--- src/rtl/fifo_arb_pkg.sv ---
// Shared definitions for the FIFO write arbiter: state encoding and one-hot helper.
// Optional feature macro used by this slice: FIFO_ARB_HIPRI_EN (see fifo_arb_rr_pick).
package fifo_arb_pkg;

    localparam logic ST_IDLE  = 1'b0;
    localparam logic ST_BURST = 1'b1;

    typedef enum logic {
        StIdle  = ST_IDLE,
        StBurst = ST_BURST
    } state_e;

    localparam int unsigned OneHotMaxW = 32;

    // Callers cast the result down to their own requester count.
    function automatic logic [OneHotMaxW-1:0] onehot(input int unsigned idx);
        return {{(OneHotMaxW-1){1'b0}}, 1'b1} << idx;
    endfunction

endpackage

--- src/rtl/fifo_arb_rr_pick.sv ---
// Rotating priority encoder: picks the first requester after i_last_idx, with wrap.
// Macro FIFO_ARB_HIPRI_EN: when defined, requester 0 overrides the round-robin pick.
module fifo_arb_rr_pick #(
    parameter int unsigned NUM_REQ   = 4,
    parameter int unsigned IDX_WIDTH = 2
) (
    input  logic [NUM_REQ-1:0]   i_req,
    input  logic [IDX_WIDTH-1:0] i_last_idx,
    output logic [IDX_WIDTH-1:0] o_pick_idx,
    output logic                 o_pick_valid
);

    // Scan last+1, last+2, ... and keep the first hit; the last requester served is scanned last.
    always_comb begin
        int unsigned w_idx;
        o_pick_idx   = '0;
        o_pick_valid = 1'b0;
        for (int unsigned k = 1; k <= NUM_REQ; k++) begin
            w_idx = (32'(i_last_idx) + k) % NUM_REQ;
            if (!o_pick_valid && i_req[IDX_WIDTH'(w_idx)]) begin
                o_pick_idx   = IDX_WIDTH'(w_idx);
                o_pick_valid = 1'b1;
            end
        end
`ifdef FIFO_ARB_HIPRI_EN
        if (i_req[0]) begin
            o_pick_idx   = '0;
            o_pick_valid = 1'b1;
        end
`endif
    end

endmodule

--- src/rtl/fifo_write_arbiter.sv ---
// Round-robin burst arbiter sharing one FIFO write port between NUM_REQ writers.
// Grant and busy are registered; write enable and data are combinational from the grant.
// Macro FIFO_ARB_HIPRI_EN: requester 0 wins every new arbitration (no preemption).
module fifo_write_arbiter
    import fifo_arb_pkg::*;
#(
    parameter int unsigned NUM_REQ    = 4,
    parameter int unsigned IDX_WIDTH  = 2,
    parameter int unsigned DATA_WIDTH = 8,
    parameter int unsigned MAX_BURST  = 4,
    parameter int unsigned CNT_WIDTH  = 3
) (
    input  logic                          i_clk,
    input  logic                          i_rst,
    input  logic [NUM_REQ-1:0]            i_req,
    input  logic [NUM_REQ*DATA_WIDTH-1:0] i_req_data,
    output logic [NUM_REQ-1:0]            o_grant,
    input  logic                          i_fifo_full,
    output logic                          o_fifo_w_en,
    output logic [DATA_WIDTH-1:0]         o_fifo_data_in,
    output logic                          o_busy
);

    localparam logic [CNT_WIDTH-1:0] CntLast  = CNT_WIDTH'(MAX_BURST - 1);
    localparam logic [IDX_WIDTH-1:0] LastInit = IDX_WIDTH'(NUM_REQ - 1);

    state_e                 r_state;
    logic [NUM_REQ-1:0]     r_grant;
    logic [IDX_WIDTH-1:0]   r_grant_idx;
    logic                   r_busy;
    logic [CNT_WIDTH-1:0]   r_burst_cnt;
    logic [IDX_WIDTH-1:0]   r_last_idx;

    logic [IDX_WIDTH-1:0]   w_pick_idx;
    logic                   w_pick_valid;
    logic                   w_acc;
    logic                   w_req_g;
    logic [DATA_WIDTH-1:0]  w_data;

    fifo_arb_rr_pick #(
        .NUM_REQ   (NUM_REQ),
        .IDX_WIDTH (IDX_WIDTH)
    ) u_pick (
        .i_req        (i_req),
        .i_last_idx   (r_last_idx),
        .o_pick_idx   (w_pick_idx),
        .o_pick_valid (w_pick_valid)
    );

    // Grant is zero outside a burst, so this alone keeps IDLE write-free.
    assign w_acc   = (|(r_grant & i_req)) & ~i_fifo_full & ~i_rst;
    assign w_req_g = i_req[r_grant_idx];

    assign o_grant     = r_grant;
    assign o_busy      = r_busy;
    assign o_fifo_w_en = w_acc;

    // Write mux: OR of the granted slice; all-zero grant yields zero data.
    always_comb begin
        w_data = '0;
        for (int unsigned i = 0; i < NUM_REQ; i++) begin
            if (r_grant[i]) begin
                w_data = w_data | i_req_data[i*DATA_WIDTH +: DATA_WIDTH];
            end
        end
    end

    assign o_fifo_data_in = w_data;

    // Arbitration FSM: IDLE grants the rotating pick, BURST runs until the cap or a req drop.
    always_ff @(posedge i_clk) begin
        if (i_rst) begin
            r_state     <= StIdle;
            r_grant     <= '0;
            r_grant_idx <= '0;
            r_busy      <= 1'b0;
            r_burst_cnt <= '0;
            r_last_idx  <= LastInit;
        end else begin
            unique case (r_state)
                StIdle: begin
                    if (w_pick_valid) begin
                        r_state     <= StBurst;
                        r_grant     <= NUM_REQ'(onehot(32'(w_pick_idx)));
                        r_grant_idx <= w_pick_idx;
                        r_busy      <= 1'b1;
                        r_burst_cnt <= '0;
                    end
                end
                StBurst: begin
                    // A full FIFO only stalls; it never releases unless req itself drops.
                    if (!w_req_g || (w_acc && r_burst_cnt == CntLast)) begin
                        r_state     <= StIdle;
                        r_grant     <= '0;
                        r_busy      <= 1'b0;
                        r_burst_cnt <= '0;
                        r_last_idx  <= r_grant_idx;
                    end else if (w_acc) begin
                        r_burst_cnt <= r_burst_cnt + CNT_WIDTH'(1);
                    end
                end
            endcase
        end
    end

endmodule

--- config.mk ---
export PLATFORM = sky130hd
export DESIGN_NAME = fifo_write_arbiter
export DESIGN_NICKNAME = d
export VERILOG_FILES = /design/src/rtl/fifo_arb_pkg.sv /design/src/rtl/fifo_arb_rr_pick.sv /design/src/rtl/fifo_write_arbiter.sv
export SDC_FILE = /design/constraint.sdc
export NUM_CORES = 1
export LEC_CHECK = 0
export CORE_AREA = 2 2 52 54
export CTS_BUF_LIST = sky130_fd_sc_hd__clkbuf_16
export DETAILED_ROUTE_END_ITERATION = 12
export DIE_AREA = 0 0 54 56
export GPL_TIMING_DRIVEN = 0
export PLACE_DENSITY = 0.78
export REMOVE_ABC_BUFFERS = 1
export SYNTH_ARGS = -nofsm -noshare
export SYNTH_HDL_FRONTEND = slang
export SYNTH_SLANG_ARGS = --single-unit
--- constraint.sdc ---
create_clock -name i_clk -period 1.8 [get_ports i_clk]
set_input_delay 0.54 -clock i_clk [delete_from_list [all_inputs] [get_ports i_clk]]
set_output_delay 0.54 -clock i_clk [all_outputs]
set_load 0.02 [all_outputs]
==> metrics.yaml, run 1 <==
clock_network:
  clk_pin_slew_ps: 40
  htree_levels: 1
  root_buffer: "clkbuf_16"
  cts.sink_count: 13
  worstSkewPairLatency_ps: 240
  cts_buffer_depth: 2
  cts_buffers: 3
  tritoncts: "yes"
sta:
  finalMaxSlewViolations: 0
  skew_ps: 5.26
  relSlewSlack_pct: 68.8
  finalSetupTns_ps: 0
  fin_crit_ps: 1790
  setup_slack_ps: 5.20
  finalSetupViolCount: 0
  finalCritPeriodShare_pct: 99.7
  hold_violations: 0
  worst_pin_slew_ps: 469
  fmax_ghz: 0.557
power_and_ir_drop:
  intPower_mw: 0.807
  power.share.switching_pct: 30.4
  seq_power_share_pct: 31.1
  netSwitchingPower_mw: 0.353
  pwr-share-clk_pct: 35.7
  powerDensity_nw_per_um2: 769
  combinationalPowerShare_pct: 33.2
  vdd_drop_max_mv: 0.794
  p_leak_nw: 0.693
global_routing:
  grt_pass1_vias: 954
  grt_max_degree: 18
  grt_pass1_wl_mm: 4.22
  grtUsageTotal_pct: 18.9
  gr-total-overflow: 0
  antenna_found_initial: 0
route:
  wl_mm: 3.10
  drt_iter0_markers: 33
  ant_nets: 0
  drc: 0
  routedWlPerCell_microns: 16.4
  vias_per_cell: 5.62
  drt_pass1_iterations: 4
  vias: 1063
synthesis:
  synth_cells: 104
  syn_avg_cell_area_sq_um: 8.29
  yosysTopAreaCellShare_pct: 30.2
  synthTopCellsByArea: "dfxtp_1, a22oi_1, nand3b_1"
  syn_area_sq_um: 862
  synth-seq-area-share_pct: 30.2
  ys_ff_latch: 13
  synth_top_area_cell: "dfxtp_1"
  synth_cell_type_count: 33
  synth_warnings: 0
critical_path:
  crit_slowest_cell: "a22o_1"
  crit_type: "primary input to output port"
  arrival_ps: 1250
  cp_data_required_time_ps: 1260
  cp_cell_sequence: "buf_8, a22o_1, o21ai_2, inv_1, buf_6"
  crit_fanout: 5
  path_buf_inv: 3
  critPathMaxStageDelay_ps: 250
  setup.worst_path.start_class: "primary input"
  endpoint_kind: "output port"
  cpLargestDelayFamily: "compound AO/OA/AOI/OAI gates"
place:
  hpwl_mm: 2.09
  globalplace.congestion: 0.726
  dpl-instance-area_sq_um: 1380
  io_buffers: 52
  place_worst_setup_slack_ps: -1010
floorplan:
  rows: 18
  fp.dieH_microns: 56
  fp.dieW_microns: 54
  initial_utilization_pct: 35.4
  io_pins: 53
  fp.coreArea_sq_um: 2430
  die_area_sq_um: 3020
finish:
  antennaDiodeCount: 0
  nFillCells: 217
  multiInputGateArea_sq_um: 574
  nets: 201
  stdcell_area_sq_um: 1510
  syn2layout_area_growth_pct: 74.9
  final_cell_mix: "dlygate4sd2_1, a22oi_1, nand2_1"
  register_area_sq_um: 268
  drive_gt1_share_pct: 24.5
  final_common_cell: "dlygate4sd2_1"
outcome:
  status: "finished clean"
worst_hold_path:
  hp-class: "flip-flop to flip-flop"
job:
  max_cap_viol_count: 0
cells in the mapped netlist:
cell and instances:
ha_1 2, nor2b_1 1, o22ai_1 3, a211oi_1 2, nor4_1 1, nand3b_1 7
mux4_2 1, a31oi_1 1, a22oi_1 16, a21oi_2 1, or4b_4 1, o21ai_0 1
a22o_2 1, inv_1 5, mux2i_1 3, o211ai_1 1, o221a_2 1, a21oi_1 3
clkbuf_1 3, or2_2 1, nor2_1 9, or3_2 1, nand2b_1 1, or3_1 1
o221ai_1 1, a22o_1 1, nand2_1 12, a21o_1 1, buf_2 1, nor3_1 1
buf_4 3, dfxtp_1 13, o32ai_1 4
flip-flops by register name, indices dropped and copies added, names as in the netlist:
signal       flops
o_busy           1
o_grant          4
r_burst_cnt      3
r_grant_idx      2
r_last_idx       2
r_state          1
area by class of cell:
cell class,count,share of cell area [%]
Multi-Input combinational cell,79,38.1
Timing Repair Buffer,58,35.2
Sequential cell,13,17.8
Clock buffer,3,4.98
Tap cell,30,2.49
Inverter,5,1.24
Clock inverter,1,0.249
routing by layer:
layer  global-route usage (%)  wire, microns  share of wire (%)
met1                     19.8           1180                 38
met2                     33.3           1490                 48
met3                     5.91            393                 13
met4                     8.21             35                1.1
met5                        0              0                  0
worst reg2reg max path: cells and delay by family, from the launching register on:
family / cells / cell delay [ps]
compound gates: 2 / 600
mux: 1 / 560
flops: 1 / 380
power by group through the flow:
stage | registers, mW | logic, mW | clock network [mW]
finish | 0.360 | 0.385 | 0.414
global placement | 0.358 | 0.367 | 0
global route | 0.364 | 0.411 | 0.430
detailed placement | 0.360 | 0.375 | 0
floorplan | 0.361 | 0.165 | 0
CTS | 0.359 | 0.366 | 0.416
logic make-up after synthesis:
| kind of cell | share of synthesized area [%] |
|---|---|
| AO/OA/AOI/OAI | 32.2 |
| AND/OR/NAND/NOR | 21.9 |
| flip-flops | 30.2 |
| buffers and inverters | 6.68 |
| multiplexers | 6.10 |
| adder cells (fa/ha/maj) | 2.90 |
final timing paths:
path / start / to / slack (ps) / depth (start not counted)
hold / removal: r_burst_cnt[0] / r_burst_cnt[0] / 490 / 1
setup reg to reg: r_grant_idx[0] / o_grant[2] / 120 / 3
setup / recovery: i_req[0] / o_fifo_w_en / 5 / 5
hold reg to reg: r_burst_cnt[0] / r_burst_cnt[0] / 490 / 1
stage by stage:
stage / hold slack, ps / utilization, % / std cells / power [mW]
floorplan: 449 / - / 97 / 0.526
global placement: 469 / 56.8 / 179 / 0.725
detailed placement: 485 / 56.8 / 179 / 0.735
CTS: 491 / 59.9 / 184 / 1.14
global route: 519 / 62.0 / 189 / 1.20
finish: 493 / 62.0 / 189 / 1.16
timing repair:
item	in CTS	in global routing
pin swaps	28	4
endpoints found under the setup margin	26	8
gates resized for setup	116	20
cloned	0	0
hold buffers	0	0
buffers inserted	1	5
Note: power is estimated with default switching activity, not from simulation.
==> run 2, diff against run 1 <==
--- a/config.mk
+++ b/config.mk
@@ -9,7 +9,9 @@
 export CTS_BUF_LIST = sky130_fd_sc_hd__clkbuf_16
 export DETAILED_ROUTE_END_ITERATION = 12
 export DIE_AREA = 0 0 54 56
+export GPL_ROUTABILITY_DRIVEN = 0
 export GPL_TIMING_DRIVEN = 0
+export HOLD_SLACK_MARGIN = 0.15
 export PLACE_DENSITY = 0.78
 export REMOVE_ABC_BUFFERS = 1
 export SYNTH_ARGS = -nofsm -noshare
==> results of run 2 <==
The final DEF is identical to that of run 1; final timing and power are the same.
==> run 3, diff against run 2 <==
--- a/config.mk
+++ b/config.mk
@@ -5,15 +5,16 @@
 export SDC_FILE = /design/constraint.sdc
 export NUM_CORES = 1
 export LEC_CHECK = 0
-export CORE_AREA = 2 2 52 54
+export CORE_AREA = 2 2 53 55
 export CTS_BUF_LIST = sky130_fd_sc_hd__clkbuf_16
 export DETAILED_ROUTE_END_ITERATION = 12
-export DIE_AREA = 0 0 54 56
+export DIE_AREA = 0 0 55 57
 export GPL_ROUTABILITY_DRIVEN = 0
 export GPL_TIMING_DRIVEN = 0
 export HOLD_SLACK_MARGIN = 0.15
-export PLACE_DENSITY = 0.78
+export PLACE_DENSITY = 0.75
 export REMOVE_ABC_BUFFERS = 1
+export SLEW_MARGIN = 5
 export SYNTH_ARGS = -nofsm -noshare
 export SYNTH_HDL_FRONTEND = slang
 export SYNTH_SLANG_ARGS = --single-unit
==> metrics.yaml, run 3 (same netlist as run 1, synthesis figures left out) <==
outcome:
  status: "finished, violations left"
  violations: "negative setup slack"
clock_network:
  htree_levels: 1  # unchanged
  cts_buffers: 3  # unchanged
  root_buffer: "clkbuf_16"
  postCtsHoldBufs: 0  # unchanged
  tritoncts: "yes"
  cts_buffer_depth: 2  # unchanged
  worstSkewPairLatency_ps: 240  # about the same
  clk_pin_slew_ps: 50  # about the same
  cts.sink_count: 13  # unchanged
finish:
  drive_gt1_share_pct: 22.8  # -1.7 points
  nets: 200  # -0.50%
  final_cell_mix: "dlygate4sd2_1, a22oi_1, nand2_1"
  antennaDiodeCount: 0  # unchanged
  final_common_cell: "dlygate4sd2_1"
  syn2layout_area_growth_pct: 73.3
  instances_no_fill: 189  # unchanged
  largest_reg_flops: 4  # unchanged
power_and_ir_drop:
  p_total_mw: 1.15  # -0.57%
  vdd_drop_max_mv: 0.555  # -30%
  powerDensity_nw_per_um2: 772  # +0.35%
  p_leak_nw: 0.687  # -0.83%
route:
  drc: 0  # unchanged
  drt_iter0_markers: 26  # -21%
  vias: 1035  # -2.6%
  ant_nets: 0  # unchanged
  drt_pass1_iterations: 4  # unchanged
  vias_per_cell: 5.48  # -2.6%
  routedWlPerCell_microns: 15.6  # -4.7%
  wl_mm: 2.96  # -4.7%
floorplan:
  fp.coreArea_sq_um: 2620  # +7.5%
  fp.dieW_microns: 55  # +1.9%
  rows: 19  # +1
  io_pins: 53  # unchanged
  fp.dieH_microns: 57  # +1.8%
  die_area_sq_um: 3140  # +3.7%
  initial_utilization_pct: 33.0  # -2.5 points
place:
  io_buffers: 52  # unchanged
  dp.cells: 180  # +0.56%
  place_worst_setup_slack_ps: -1020  # -1.62 ps
  hpwl_mm: 2.12  # +1.1%
critical_path:
  endpoint_kind: "flip-flop"
  crit_fanout: 11  # +6
  path_buf_inv: 2  # -1
  arrival_ps: 1980  # +730 ps
  cp_data_required_time_ps: 1960  # +700 ps
  cpLargestDelayFamily: "simple AND/OR/NAND/NOR gates"
  setup.worst_path.start_class: "flip-flop"
  crit_type: "flip-flop to flip-flop"
  crit_path_frequent_cell: "buf_4"
  cp_cell_sequence: "a22o_1, o21ai_2, buf_4, buf_4, or4b_4, o22ai_1"
  critPathMaxStageDelay_ps: 530  # +280 ps
  crit_slowest_cell: "or4b_4"
global_routing:
  grt_max_degree: 18  # unchanged
  grt_pass1_wl_mm: 4.49  # +6.4%
  grtUsageMet2_pct: 34.0  # +0.74 points
  antenna_found_initial: 0  # unchanged
  grt-busiest-layer: "met2"
  gr-total-overflow: 0  # unchanged
  grt_pass1_vias: 1009  # +5.8%
  met1_usage_pct: 23.1  # +3.3 points
  use_met3_pct: 3.66  # -2.2 points
  grtUsageTotal_pct: 19.7  # +0.78 points
sta:
  finalSetupTns_ps: -27.4  # -27.4 ps
  fmax_ghz: 0.549  # -1.5%
  finalMaxSlewViolations: 0  # unchanged
  fin_crit_ps: 1820  # +27.0 ps
  finalCritPeriodShare_pct: 101  # +1.5 points
  setup_slack_ps: -21.8  # -27.0 ps
  worst_pin_slew_ps: 505  # +36.8 ps
  finalSetupViolCount: 2  # +2
  skew_ps: 1.81  # -3.45 ps
  relSlewSlack_pct: 66.0  # -2.8 points
  rsz0062_at_grt: "yes"
  hold_violations: 0  # unchanged
  fin_worst_hold_slack_ps: 505  # +12.2 ps
worst_hold_path:
  hp-class: "flip-flop to flip-flop"
job:
  max_cap_viol_count: 0  # unchanged
## run 3: metal layers
| layer | share of wire, % | vias to the layer above |
|---|---|---|
| met5 | 0 | - |
| met1 | 39 | 482 |
| li1 | - | 509 |
| met2 | 50 | 38 |
| met3 | 8.8 | 6 |
| met4 | 2.1 | 0 |
## run 3: area by class of cell
| cell class | instances | area [sq um] |
|---|---|---|
| tap | 31 | 38.8 |
| timing repair buffer | 57 | 518 |
| multi-input combinational | 79 | 572 |
| inverter | 5 | 18.8 |
| clock buffer | 3 | 75.1 |
| sequential | 13 | 268 |
| fill | 259 | 1120 |
| clock inverter | 1 | 3.75 |
## run 3: final timing paths
| path | slack (ps) | from | end | cells past startpoint |
|---|---|---|---|---|
| hold reg to reg | 500 | o_busy | o_busy | 2 |
| setup / recovery | -20 | o_grant[1] | r_burst_cnt[0] | 6 |
| setup reg to reg | -20 | o_grant[1] | r_burst_cnt[0] | 6 |
| hold / removal | 500 | o_busy | o_busy | 2 |
## run 3: power breakdown
group	switching, mW	total (mW)	internal, mW
Sequential	0.0441	0.359	0.315
Clock	0.123	0.416	0.293
Combinational	0.181	0.378	0.197
## run 3: timing repair
item                                    4_1_cts  5_1_grt
endpoints found under the setup margin       26        7
resized for setup                           113       16
pin swaps                                    28        6
buffers inserted                              2        3
## run 3: worst register-to-register path: cells and delay by family, from the launching register on
family,cells,cell delay (ps)
flops,1,450
simple gates,1,530
compound gates,3,510
buf+inv,2,250
## run 3: per-stage QoR
stage	cell area [sq um]	util, %
2_1_floorplan	823	-
3_3_place_gp	1380	52.9
3_5_place_dp	1380	52.9
4_1_cts	1450	55.4
5_1_grt	1490	57.1
6_report	1490	57.1
==> RTL edit (settings of run 3) <==
Add a define of `FIFO_ARB_HIPRI_EN`.
--- a/src/rtl/fifo_arb_rr_pick.sv
+++ b/src/rtl/fifo_arb_rr_pick.sv
@@ -1,5 +1,7 @@
 // Rotating priority encoder: picks the first requester after i_last_idx, with wrap.
 // Macro FIFO_ARB_HIPRI_EN: when defined, requester 0 overrides the round-robin pick.
+`define FIFO_ARB_HIPRI_EN
+
 module fifo_arb_rr_pick #(
     parameter int unsigned NUM_REQ   = 4,
     parameter int unsigned IDX_WIDTH = 2
Behaviour: not the same (a bounded check fails within 4 cycles, from zero or initial values and one cycle with i_rst high).
==> RTL edit against run 3 <==
  * Area after synthesis up 5.4%
  * Critical path depth down 3
  * Sequential cell count is the same
  * Total power is 10% lower
  * Setup slack improved by 0.046 ns
  * Critical path type is now input pin to primary output
  * Cell area up 0.92%
  * Combinational power fell by 26%
  * Final cell count is 3.2% lower
  * Hold slack lost 0.016 ns
  * Clock power is essentially flat
  * Routed wire length decreased by 1.9%
==> RTL edit: results (changes against run 3) <==
[placed_design]
placedInstanceArea_mm2 = 0.00143  ; +3.3%
detailedPlacementHpwl_um = 2120  ; about the same
placement.setup.worst_slack_ns = -1.15  ; -0.136 ns

[grt]
pin_count_of_the_biggest_net_entering_global_routing = 19  ; +1
grt_pass1_vias = 948  ; -6.0%
grt_usage = 0.179  ; -0.0181

[synthesis]
synth_common_cells = 18 x a22oi_1, 13 x dfxtp_1, 9 x nand2_1, 9 x nor2_1, 5 x inv_1
synth.top_cell.area_share = 0.287  ; -0.0154
synth-seq-area-share = 0.287  ; -0.0154
yosysUniqueCellTypes = 37  ; +12%

[detailed_routing]
m1WireLength_um = 1090  ; -6.0%
routed-wl-met2_um = 1330  ; -9.7%
met3WireLength_um = 448  ; +72%
detail_route.iter0.violations = 32  ; +23%

[power_and_ir_drop]
switchingPower_uw = 292  ; -16%
max-vdd-ir-drop_v = 0.00102  ; +84%
total_leakage_power_uw = 0.000650  ; -5.3%

[outcome]
outcome = complete, no violations

[timing]
relSlewSlack = 0.734  ; +0.0746
worst_clock_skew_ns = 0.000390  ; -0.00142 ns

[critical_path]
top_fanout_value_on_the_critical_path = 2  ; -9

[finish]
nNetsFinal = 194  ; -3.0%
fillerInstances = 256  ; -1.2%
drive_gt1_frac = 0.243  ; +0.0156

[clocking]
ctsRootBufferMaster = clkbuf_16

-- RTL edit: final timing paths --
kind                                     start             end  slack [ns]  cells after the start
worst max-delay path               i_fifo_full     o_fifo_w_en        0.02                      3
worst min-delay path            r_burst_cnt[1]  r_burst_cnt[1]        0.49                      1
worst max register to register  r_grant_idx[0]   r_last_idx[0]        0.25                      4
worst min register to register  r_burst_cnt[1]  r_burst_cnt[1]        0.49                      1
-- RTL edit: critical path, cell delays in order --
cell and delay [ns]:
dlygate4sd2_1 0.28, a211oi_4 0.26, buf_6 0.15
-- RTL edit: timing repair --
action / in CTS / in global routing
gates resized for setup: 128 / 7
cloned: 0 / 0
pin swaps: 25 / 2
setup endpoints to repair: 24 / 3
setup buffers: 0 / 1
-- RTL edit: kinds of logic after synthesis --
group | share of synthesized area
muxes | 0.0592
and+or+nand+nor | 0.197
adders and majority gates | 0.0275
DFF | 0.287
AOI/OAI and AO/OA | 0.361
buffers and inverters | 0.0689
-- RTL edit: cell type report --
class                      instances  share of cell area
multi-input combinational         76               0.407
timing repair buffer              53               0.317
sequential                        13               0.183
clock buffer                       3              0.0498
tap                               31              0.0257
inverter                           6              0.0149
clock inverter                     1             0.00249
-- RTL edit: stage by stage --
| step | cells | power (µW) | hold WS [ns] |
|---|---|---|---|
| 6_report | 183 | 1040 | 0.489 |
| 3_3_place_gp | 178 | 630 | 0.459 |
| 3_5_place_dp | 178 | 639 | 0.474 |
| 2_1_floorplan | 95 | 461 | 0.449 |
| 5_1_grt | 183 | 1080 | 0.507 |
| 4_1_cts | 182 | 1040 | 0.485 |
-- RTL edit: metal layers --
layer	vias up	track usage
li1	495	-
met2	55	0.311
met1	468	0.197
met3	4	0.0681
met5	-	0
met4	0	0.0523
-- RTL edit: power by group through the flow --
stage               logic (µW)  registers, µW  clock network (µW)
finish                     281            338                 417
global route               303            340                 441
CTS                        277            339                 422
detailed placement         295            344                   0
global placement           288            342                   0
floorplan                  118            343                   0
